File: src/rtl/hydra_remap_pkg.sv
// hydra_remap_pkg: shared types, constants and window-match helper for the AXI address remapper.
package hydra_remap_pkg;

    localparam int MAX_WIN = 4;
    localparam logic [1:0] AXI_RESP_DECERR = 2'b11;

    typedef enum logic [1:0] {R_IDLE, R_WAIT, R_RESP} rd_err_e;
    typedef enum logic [1:0] {W_IDLE, W_WAIT, W_SINK, B_RESP} wr_err_e;

    // Windows are zero-extended into 64-bit lanes so one helper serves every parameterisation.
    function automatic logic [MAX_WIN-1:0] win_hit(
        input logic [63:0]           addr,
        input logic [MAX_WIN*64-1:0] base,
        input logic [MAX_WIN*64-1:0] mask,
        input int                    num
    );
        logic [MAX_WIN-1:0] h;
        for (int i = 0; i < MAX_WIN; i++)
            h[i] = (i < num) && ((addr & mask[i*64 +: 64]) == base[i*64 +: 64]);
        return h;
    endfunction

endpackage

File: src/rtl/hydra_remap_dec.sv
// hydra_remap_dec: combinational window decoder; lowest-index hit supplies the translated address.
module hydra_remap_dec
    import hydra_remap_pkg::*;
#(
    parameter int ADDR_W_IN  = 64,
    parameter int ADDR_W_OUT = 32,
    parameter int NUM_WIN    = 1,
    parameter logic [NUM_WIN*ADDR_W_IN-1:0] WIN_BASE = {NUM_WIN{64'h0}},
    parameter logic [NUM_WIN*ADDR_W_IN-1:0] WIN_MASK = {NUM_WIN{64'hFFFF_FFFF_0000_0000}},
    parameter logic [NUM_WIN*ADDR_W_IN-1:0] WIN_TGT  = {NUM_WIN{64'h0}}
) (
    input  logic [ADDR_W_IN-1:0]  addr,
    output logic                  hit,
    output logic [ADDR_W_OUT-1:0] out_addr
);

    logic [MAX_WIN*64-1:0] base_w;
    logic [MAX_WIN*64-1:0] mask_w;
    logic [MAX_WIN-1:0]    hv;

    always_comb begin
        base_w = '0;
        mask_w = '0;
        for (int i = 0; i < NUM_WIN; i++) begin
            base_w[i*64 +: 64] = 64'(WIN_BASE[i*ADDR_W_IN +: ADDR_W_IN]);
            mask_w[i*64 +: 64] = 64'(WIN_MASK[i*ADDR_W_IN +: ADDR_W_IN]);
        end
        hv = win_hit(64'(addr), base_w, mask_w, NUM_WIN);
        hit = |hv;
        out_addr = '0;
        // Walk downward so the lowest matching window is applied last and wins.
        for (int i = NUM_WIN - 1; i >= 0; i--)
            if (hv[i])
                out_addr = ADDR_W_OUT'(WIN_TGT[i*ADDR_W_IN +: ADDR_W_IN] | (addr & ~WIN_MASK[i*ADDR_W_IN +: ADDR_W_IN]));
    end

endmodule

File: src/rtl/hydra_axi_addr_remap.sv
// hydra_axi_addr_remap: AXI4 window remapper; unmapped accesses get local DECERR responses.
// Error logging outputs are live only when HYDRA_REMAP_ERR_LOG_EN is defined.
module hydra_axi_addr_remap
    import hydra_remap_pkg::*;
#(
    parameter int ADDR_W_IN  = 64,
    parameter int ADDR_W_OUT = 32,
    parameter int DATA_W     = 64,
    parameter int ID_W       = 5,
    parameter int NUM_WIN    = 1,
    parameter logic [NUM_WIN*ADDR_W_IN-1:0] WIN_BASE = {NUM_WIN{64'h0}},
    parameter logic [NUM_WIN*ADDR_W_IN-1:0] WIN_MASK = {NUM_WIN{64'hFFFF_FFFF_0000_0000}},
    parameter logic [NUM_WIN*ADDR_W_IN-1:0] WIN_TGT  = {NUM_WIN{64'h0}},
    parameter int MAX_OUT    = 8
) (
    input  logic                  clk,
    input  logic                  arst_n,
    input  logic                  s_arvalid,
    output logic                  s_arready,
    input  logic [ID_W-1:0]       s_arid,
    input  logic [ADDR_W_IN-1:0]  s_araddr,
    input  logic [7:0]            s_arlen,
    input  logic [2:0]            s_arsize,
    input  logic [1:0]            s_arburst,
    input  logic                  s_arlock,
    input  logic [3:0]            s_arcache,
    input  logic [2:0]            s_arprot,
    input  logic                  s_awvalid,
    output logic                  s_awready,
    input  logic [ID_W-1:0]       s_awid,
    input  logic [ADDR_W_IN-1:0]  s_awaddr,
    input  logic [7:0]            s_awlen,
    input  logic [2:0]            s_awsize,
    input  logic [1:0]            s_awburst,
    input  logic                  s_awlock,
    input  logic [3:0]            s_awcache,
    input  logic [2:0]            s_awprot,
    input  logic                  s_wvalid,
    output logic                  s_wready,
    input  logic [DATA_W-1:0]     s_wdata,
    input  logic [DATA_W/8-1:0]   s_wstrb,
    input  logic                  s_wlast,
    output logic                  s_rvalid,
    input  logic                  s_rready,
    output logic [ID_W-1:0]       s_rid,
    output logic [DATA_W-1:0]     s_rdata,
    output logic [1:0]            s_rresp,
    output logic                  s_rlast,
    output logic                  s_bvalid,
    input  logic                  s_bready,
    output logic [ID_W-1:0]       s_bid,
    output logic [1:0]            s_bresp,
    output logic                  m_arvalid,
    input  logic                  m_arready,
    output logic [ID_W-1:0]       m_arid,
    output logic [ADDR_W_OUT-1:0] m_araddr,
    output logic [7:0]            m_arlen,
    output logic [2:0]            m_arsize,
    output logic [1:0]            m_arburst,
    output logic                  m_arlock,
    output logic [3:0]            m_arcache,
    output logic [2:0]            m_arprot,
    output logic                  m_awvalid,
    input  logic                  m_awready,
    output logic [ID_W-1:0]       m_awid,
    output logic [ADDR_W_OUT-1:0] m_awaddr,
    output logic [7:0]            m_awlen,
    output logic [2:0]            m_awsize,
    output logic [1:0]            m_awburst,
    output logic                  m_awlock,
    output logic [3:0]            m_awcache,
    output logic [2:0]            m_awprot,
    output logic                  m_wvalid,
    input  logic                  m_wready,
    output logic [DATA_W-1:0]     m_wdata,
    output logic [DATA_W/8-1:0]   m_wstrb,
    output logic                  m_wlast,
    input  logic                  m_rvalid,
    output logic                  m_rready,
    input  logic [ID_W-1:0]       m_rid,
    input  logic [DATA_W-1:0]     m_rdata,
    input  logic [1:0]            m_rresp,
    input  logic                  m_rlast,
    input  logic                  m_bvalid,
    output logic                  m_bready,
    input  logic [ID_W-1:0]       m_bid,
    input  logic [1:0]            m_bresp,
    output logic                  err_val,
    output logic [ADDR_W_IN-1:0]  err_addr,
    output logic [15:0]           err_cnt
);

    localparam int CW = $clog2(MAX_OUT + 1);
    localparam logic [CW-1:0] CNT_MAX = CW'(MAX_OUT);

    rd_err_e rd_st, rd_nx;
    wr_err_e wr_st, wr_nx;
    logic [CW-1:0] rd_cnt, wr_cnt, wd_cnt;
    logic [ID_W-1:0] rid_q, wid_q;
    logic [7:0] rlen_q, rbeat;
    logic ar_hit, aw_hit, rd_go, wr_go, ar_err, aw_err, ar_fwd, aw_fwd;
    logic r_err, b_err, w_sink, w_blk, r_done, b_done, w_done;

    hydra_remap_dec #(.ADDR_W_IN(ADDR_W_IN), .ADDR_W_OUT(ADDR_W_OUT), .NUM_WIN(NUM_WIN),
        .WIN_BASE(WIN_BASE), .WIN_MASK(WIN_MASK), .WIN_TGT(WIN_TGT))
        u_ar_dec (.addr(s_araddr), .hit(ar_hit), .out_addr(m_araddr));

    hydra_remap_dec #(.ADDR_W_IN(ADDR_W_IN), .ADDR_W_OUT(ADDR_W_OUT), .NUM_WIN(NUM_WIN),
        .WIN_BASE(WIN_BASE), .WIN_MASK(WIN_MASK), .WIN_TGT(WIN_TGT))
        u_aw_dec (.addr(s_awaddr), .hit(aw_hit), .out_addr(m_awaddr));

    assign rd_go     = (rd_st == R_IDLE) && (rd_cnt != CNT_MAX);
    assign wr_go     = (wr_st == W_IDLE) && (wr_cnt != CNT_MAX);
    assign m_arvalid = s_arvalid & ar_hit & rd_go;
    assign m_awvalid = s_awvalid & aw_hit & wr_go;
    assign s_arready = rd_go & (ar_hit ? m_arready : 1'b1);
    assign s_awready = wr_go & (aw_hit ? m_awready : 1'b1);
    assign ar_fwd    = m_arvalid & m_arready;
    assign aw_fwd    = m_awvalid & m_awready;
    assign ar_err    = s_arvalid & ~ar_hit & rd_go;
    assign aw_err    = s_awvalid & ~aw_hit & wr_go;

    assign {m_arid, m_arlen, m_arsize, m_arburst, m_arlock, m_arcache, m_arprot} =
           {s_arid, s_arlen, s_arsize, s_arburst, s_arlock, s_arcache, s_arprot};
    assign {m_awid, m_awlen, m_awsize, m_awburst, m_awlock, m_awcache, m_awprot} =
           {s_awid, s_awlen, s_awsize, s_awburst, s_awlock, s_awcache, s_awprot};

    // While waiting, W beats still owed by earlier forwarded writes pass; the faulting burst is held back.
    assign w_sink   = wr_st == W_SINK;
    assign w_blk    = (wr_st == W_WAIT) && (wd_cnt == '0);
    assign m_wvalid = s_wvalid & ~w_sink & ~w_blk;
    assign s_wready = w_sink | (~w_blk & m_wready);
    assign {m_wdata, m_wstrb, m_wlast} = {s_wdata, s_wstrb, s_wlast};

    assign r_err    = rd_st == R_RESP;
    assign s_rvalid = r_err | m_rvalid;
    assign s_rid    = r_err ? rid_q : m_rid;
    assign s_rdata  = r_err ? '0 : m_rdata;
    assign s_rresp  = r_err ? AXI_RESP_DECERR : m_rresp;
    assign s_rlast  = r_err ? (rbeat == rlen_q) : m_rlast;
    assign m_rready = ~r_err & s_rready;

    assign b_err    = wr_st == B_RESP;
    assign s_bvalid = b_err | m_bvalid;
    assign s_bid    = b_err ? wid_q : m_bid;
    assign s_bresp  = b_err ? AXI_RESP_DECERR : m_bresp;
    assign m_bready = ~b_err & s_bready;

    assign r_done = m_rvalid & m_rready & m_rlast;
    assign b_done = m_bvalid & m_bready;
    assign w_done = m_wvalid & m_wready & s_wlast;

    always_ff @(posedge clk or negedge arst_n) begin
        if (!arst_n) begin
            rd_st  <= R_IDLE;
            wr_st  <= W_IDLE;
            rd_cnt <= '0;
            wr_cnt <= '0;
            wd_cnt <= '0;
        end else begin
            rd_st  <= rd_nx;
            wr_st  <= wr_nx;
            rd_cnt <= rd_cnt + CW'(ar_fwd) - CW'(r_done);
            wr_cnt <= wr_cnt + CW'(aw_fwd) - CW'(b_done);
            wd_cnt <= wd_cnt + CW'(aw_fwd) - CW'(w_done);
        end
    end

    always_comb begin
        rd_nx = rd_st;
        wr_nx = wr_st;
        rd_nx = rd_st == R_IDLE ? (ar_err ? (rd_cnt == '0 ? R_RESP : R_WAIT) : R_IDLE)
              : rd_st == R_WAIT ? (rd_cnt == '0 ? R_RESP : R_WAIT)
              : (s_rready && rbeat == rlen_q ? R_IDLE : R_RESP);
        wr_nx = wr_st == W_IDLE ? (aw_err ? (wr_cnt == '0 ? W_SINK : W_WAIT) : W_IDLE)
              : wr_st == W_WAIT ? (wr_cnt == '0 ? W_SINK : W_WAIT)
              : wr_st == W_SINK ? (s_wvalid && s_wlast ? B_RESP : W_SINK)
              : (s_bready ? W_IDLE : B_RESP);
    end

    always_ff @(posedge clk or negedge arst_n) begin
        if (!arst_n) begin
            rid_q  <= '0;
            wid_q  <= '0;
            rlen_q <= '0;
            rbeat  <= '0;
        end else begin
            if (ar_err) begin
                rid_q  <= s_arid;
                rlen_q <= s_arlen;
                rbeat  <= '0;
            end else if (r_err && s_rready) begin
                rbeat <= rbeat + 8'd1;
            end
            if (aw_err)
                wid_q <= s_awid;
        end
    end

`ifdef HYDRA_REMAP_ERR_LOG_EN
    logic [16:0] cnt_sum;
    assign cnt_sum = {1'b0, err_cnt} + 17'(ar_err) + 17'(aw_err);

    // A simultaneous AR and AW fault logs the AR address and counts twice.
    always_ff @(posedge clk or negedge arst_n) begin
        if (!arst_n) begin
            err_val  <= 1'b0;
            err_addr <= '0;
            err_cnt  <= '0;
        end else begin
            err_val <= err_val | ar_err | aw_err;
            if (!err_val && (ar_err || aw_err))
                err_addr <= ar_err ? s_araddr : s_awaddr;
            err_cnt <= cnt_sum[16] ? 16'hFFFF : cnt_sum[15:0];
        end
    end
`else
    assign err_val  = 1'b0;
    assign err_addr = '0;
    assign err_cnt  = '0;
`endif

endmodule

File: config.mk
export PLATFORM = sky130hd
export DESIGN_NAME = hydra_axi_addr_remap
export DESIGN_NICKNAME = d
export VERILOG_FILES = /design/src/rtl/hydra_remap_pkg.sv /design/src/rtl/hydra_remap_dec.sv /design/src/rtl/hydra_axi_addr_remap.sv
export SDC_FILE = /design/constraint.sdc
export NUM_CORES = 1
export LEC_CHECK = 0
export BUFFER_PORTS_ARGS = -buffer_cell sky130_fd_sc_hd__clkbuf_2
export CORE_AREA = 3 3 269 271
export CTS_CLUSTER_DIAMETER = 80
export DETAILED_ROUTE_END_ITERATION = 8
export DIE_AREA = 0 0 272 274
export SETUP_SLACK_MARGIN = 0.5
export SYNTH_ARGS = -nofsm -noshare
export SYNTH_HDL_FRONTEND = slang
export SYNTH_SLANG_ARGS = --single-unit
File: constraint.sdc
create_clock -name clk -period 5.4 [get_ports clk]
set_input_delay 0.27 -clock clk [delete_from_list [all_inputs] [get_ports clk]]
set_output_delay 0.27 -clock clk [all_outputs]
set_load 0.005 [all_outputs]
# [Yosys cells after proc, flatten, opt, wreduce, memory -nomap -nowiden]
# Index checks and enable logic that the tools add are counted.
[word_totals] input_bits=344 wordCells=93 ff_bits=42 output_inout_bits=359
[op_classes] n_reduce_logical=14 eq_ne=8 n_bitwise=31 n_addsub=7 n_mux=24
[ops] operator="zero test 64 bit" count=2
[ops] operator="2-to-1 mux 32 bit" count=2
[ops] operator="2-to-1 mux 64 bit" count=1
[ops] operator="2-to-1 mux 2 bit" count=13
[ops] operator="bitwise AND 1 bit" count=22
[ops] operator="2-to-1 mux 8 bit" count=2
[ops] operator="adder 4 x 1 -> 4 bit" count=3
[ops] operator="zero test 4 bit" count=3
[ops] operator="subtractor 4 x 1 -> 4 bit" count=3
[ops] operator="2-to-1 mux 5 bit" count=2
[ops] operator="adder 8 x 1 -> 8 bit (second input constant)" count=1
[ops] operator="equality test 8 bit" count=1
[ops] operator="inequality test 4 bit (second input constant)" count=2
[ops] operator="equality test 2 bit (second input constant)" count=3
[ops] operator="logical AND 1 bit" count=6
[ops] operator="inverter 1 bit" count=6
[ops] operator="equality test 2 x 1 -> 1 bit (second input constant)" count=2
[ops] operator="zero test 2 bit" count=2
[ops] operator="2-to-1 mux 1 bit" count=4
[ops] operator="OR 1 bit" count=3
[ops] operator="nonzero test 2 bit" count=1

# [Logic depth before layout (Yosys ltp)]
[depth] word_depth=7 mapped_depth=11 depth_no_buf=10

# [Modules after synthesis]
# From an unflattened synthesis, not the netlist that was laid out.
[unflattened] cells_unflattened=666 hier_area_um2=5559.1
[modules_own_cells] module="hydra_axi_addr_remap" n_inst=1 cells_per_inst=504 seq_area_each_um2=1051.0 area_per_inst_um2=4453.0
[modules_own_cells] module="hydra_remap_dec" n_inst=2 cells_per_inst=81 seq_area_each_um2=0.0 area_per_inst_um2=553.0

# [Worst setup path before layout]
# No wires, ideal clock.
[synth_timing] path_type="input to register" from="input port s_araddr[50]" to="register rd_cnt[2]" setup_ps=123 n_path_buf=1 setup_slack_ps=3020 required_time_ps=5277 arrival_ps=2257 path_stages=10 path_cell_list="nor4_2 nand4_1 nor2_1 clkbuf_2 nand4_1 ha_1 inv_1 ha_1 fa_1 xor2_1"
[synth_via] elab_chain_cells=6
[synth_lines] element="start: declaration" line_no="hydra_axi_addr_remap.sv:21" source="input logic [ADDR_W_IN-1:0] s_araddr,"
[synth_lines] element="zero test 64 bit" line_no="hydra_remap_pkg.sv:19" source="h[i] = (i < num) && ((addr & mask[i*64 +: 64]) == base[i*64 +: 64]);"
[synth_lines] element="bitwise AND 1 bit (2 in a row)" line_no="hydra_axi_addr_remap.sv:114" source="assign m_arvalid = s_arvalid & ar_hit & rd_go;"
[synth_lines] element="bitwise AND 1 bit" line_no="hydra_axi_addr_remap.sv:118" source="assign ar_fwd = m_arvalid & m_arready;"
[synth_lines] element="adder 4 x 1 -> 4 bit" line_no="hydra_axi_addr_remap.sv:163" source="rd_cnt <= rd_cnt + CW'(ar_fwd) - CW'(r_done);"
[synth_lines] element="subtractor 4 x 1 -> 4 bit" line_no="hydra_axi_addr_remap.sv:163"
[synth_lines] element="end signal: assignment" line_no="hydra_axi_addr_remap.sv:163"
[synth_lines] element="end: declaration" line_no="hydra_axi_addr_remap.sv:98" source="logic [CW-1:0] rd_cnt, wr_cnt, wd_cnt;"
# Every way passes these cells.
# A chain may end at the register's enable or synchronous reset.

# [Final worst setup path]
[layout_timing] from="input port s_awaddr[33]" to="output port m_awaddr[9]"
[layout_via] elab_chain_cells=2
[layout_lines] element="start: declaration" line_no="hydra_axi_addr_remap.sv:31" source="input logic [ADDR_W_IN-1:0] s_awaddr,"
[layout_lines] element="zero test 64 bit" line_no="hydra_remap_pkg.sv:19"
[layout_lines] element="2-to-1 mux 32 bit" line_no="hydra_remap_dec.sv:33" source="if (hv[i])"
[layout_lines] element="end: declaration" line_no="hydra_axi_addr_remap.sv:66" source="output logic [ADDR_W_OUT-1:0] m_awaddr,"
# Every way passes these cells.

==> qor.yml <==
placement:
  portBuffers: 409
  post-place-ws_ns: 2.08
  gp_congestion: 0.913
  numPlacedInstances: 1799
  dpl.hpwl_um: 29600
  place_area_um2: 7010
outcome:
  status: "complete, no violations"
cts:
  max-clock-path-buffers: 2
  cts_max_level: 2
  clk_pin_slew_ns: 0.08
  cts_tree: "built"
  ctsHoldBuffers: 0
  numCtsBuffers: 5
  clockRootBuffer: "clkbuf_16"
  post_cts_resized: 0
  post_cts_buffers: 0
  clock_latency_ns: 0.31
  cts.sinks: 42
yosys:
  synth_common_cells: "206 x buf_4, 139 x and2_1, 42 x dfrtp_1, 20 x inv_1, 19 x mux2_2"
  synth_cell_types: 44
  syn_area_per_cell_um2: 8.62
  synth_cells: 592
  synth_top_area_cell: "buf_4"
  synth_edf_count: 0
  synthTopCellsByArea: "buf_4 30%, dfrtp_1 21%, and2_1 17%"
  ys_ff_latch: 42
  syn_area_um2: 5100
  yosysTopAreaCellShare_pct: 30.3
  synth-seq-area-share_pct: 20.6
  yosys_warnings: 0
  synth.most_common_cell: "buf_4"
  synth-main-ff-cell: "dfrtp_1"
  async_flop_share_pct: 100
sta:
  layout_min_cycle_time_ns: 2.85
  period_share_pct: 52.7
  rsz0062_at_grt: "false"
  clock_skew_ns: 0.0135
  fin_setup_tns_ns: 0
  setup_viol_count_final: 0
  drv_slew: 0
  slew_headroom_pct: 37.6
  hold_violations: 0
  timing.hold.ws_ns: 0.0508
  tightest_slew_ns: 0.935
  finalWorstSetupSlack_ns: 2.55
  fmax_ghz: 0.351
global_route:
  grt_max_degree: 75
  grt-ovfl-total: 0
  grt_use_total_pct: 8.15
  grt_pass1_wl_um: 39800
  antenna_found_initial: 29
  grt_pass1_vias: 4718
power_and_ir_drop:
  total_power_mw: 1.89
  powerDensity_nw_per_um2: 262
  power_leakage_nw: 3.69
  ir_worst_vdd_uv: 158
critical_path:
  reg2reg_to: "wr_cnt[3]"
  crit_path_end_kind: "output port"
  start_kind: "input port"
  r2r_setup_slack_ns: 2.95
  crit_fanout: 34
  reg2reg_depth: 10
  worstPathArrival_ns: 2.58
  cp.required_ns: 5.13
  reg2reg_from: "wr_cnt[2]"
  crit_type: "in2out"
cells_and_area:
  final_layout_size_suffix_gt1_share_pct: 53.6
  fin_area_um2: 7220
  num-nets-final: 1229
  nFillCells: 8173
  post-route-util_pct: 10.3
  area_growth_pct: 41.5
  instances_no_fill: 1819
floorplan:
  start_util_pct: 7.28
  io_pins: 703
  coreArea_um2: 70000
  die_h_um: 274
  die_area_um2: 74500
  fp.dieW_um: 272
  rows: 97
detailed_routing:
  drtPass1Iterations: 4
  via_per_inst: 2.69
  vias: 4886
  wl_um: 32200
  wl_per_cell_um: 17.7
  drt_iter0_markers: 97
  drc: 0
  ant_nets: 0
flow_run:
  cap_viol_max_count: 0
min_path:
  hold_class: "in2async"
power by group:
part / leakage, nW / switching [mW] / internal (mW)
sequential: 0.513 / 0.102 / 0.454
clock: 0.0820 / 0.162 / 0.222
combinational: 3.10 / 0.485 / 0.467
flip-flops by register name, summed over array words and instances (netlist names):
signal  flops
rd_cnt      4
wd_cnt      4
rid_q       5
rlen_q      8
rd_st       2
wid_q       5
rbeat       8
wr_cnt      4
wr_st       2
how the worst max path moves through the flow:
stage                       from     endpoint  slack, ns  cells past startpoint
CTS                 s_araddr[57]    rd_cnt[2]       2.42                     10
floorplan           s_araddr[50]    rd_cnt[2]       3.02                     10
detailed placement  s_araddr[57]    rd_cnt[2]       2.08                     10
global placement    s_araddr[57]    rd_cnt[2]       2.08                     10
global route        s_araddr[57]    rd_cnt[2]       2.19                     10
finish              s_awaddr[33]  m_awaddr[9]       2.55                      6
area by class of cell:
class	count	area (um^2)	share of cell area (%)
Antenna cell	12	30.0	0.416
Clock buffer	5	125	1.73
Clock inverter	3	48.8	0.676
Inverter	20	75.1	1.04
Multi-Input combinational cell	385	2640	36.6
Sequential cell	42	1050	14.6
Tap cell	940	1180	16.3
Timing Repair Buffer	412	2070	28.7
per-layer routing:
metal	GRT usage [%]	up-vias	wire length (um)
met1	5.55	2165	8200
li1	-	2166	-
met2	17.3	436	18400
met4	2.91	26	1160
met3	4.87	93	4350
met5	0	-	151
worst max-delay path: stages:
cell and delay [ns]:
clkbuf_2 0.08, nor4_1 0.54, nand4_1 0.41, nor2_2 0.83
and2_1 0.30, clkbuf_2 0.13
logic make-up after synthesis:
| kind of cell | share of synthesized area [%] |
|---|---|
| buffers and inverters | 33.6 |
| adder cells (fa/ha/maj) | 5.10 |
| XOR/XNOR | 3.95 |
| AND/OR/NAND/NOR | 26.4 |
| multiplexers | 7.53 |
| other | 0.0735 |
| flip-flops | 20.6 |
| AO/OA/AOI/OAI | 2.80 |
cells in the final DEF (no fill, tap or decap), types with 2 or more instances in the layout:
master | Yosys | layout
a21o_1 | 3 | 3
mux2i_1 | 2 | 2
fa_1 | 3 | 3
ha_1 | 16 | 16
diode_2 | 0 | 12
buf_4 | 206 | 3
mux2_2 | 19 | 19
clkbuf_2 | 3 | 409
mux2_4 | 10 | 10
xor2_1 | 9 | 9
nor3_1 | 4 | 4
nor4_2 | 8 | 8
inv_1 | 20 | 20
conb_1 | 1 | 81
clkbuf_16 | 0 | 5
nor2_1 | 9 | 8
nand4_1 | 9 | 9
nor4_1 | 8 | 8
and3_1 | 5 | 5
and2_1 | 139 | 139
dfrtp_1 | 42 | 42
nor2_2 | 1 | 2
nand2b_1 | 7 | 7
a21oi_1 | 7 | 7
nand2_1 | 13 | 12
xnor2_1 | 14 | 14
(Power assumes the default switching activity.)
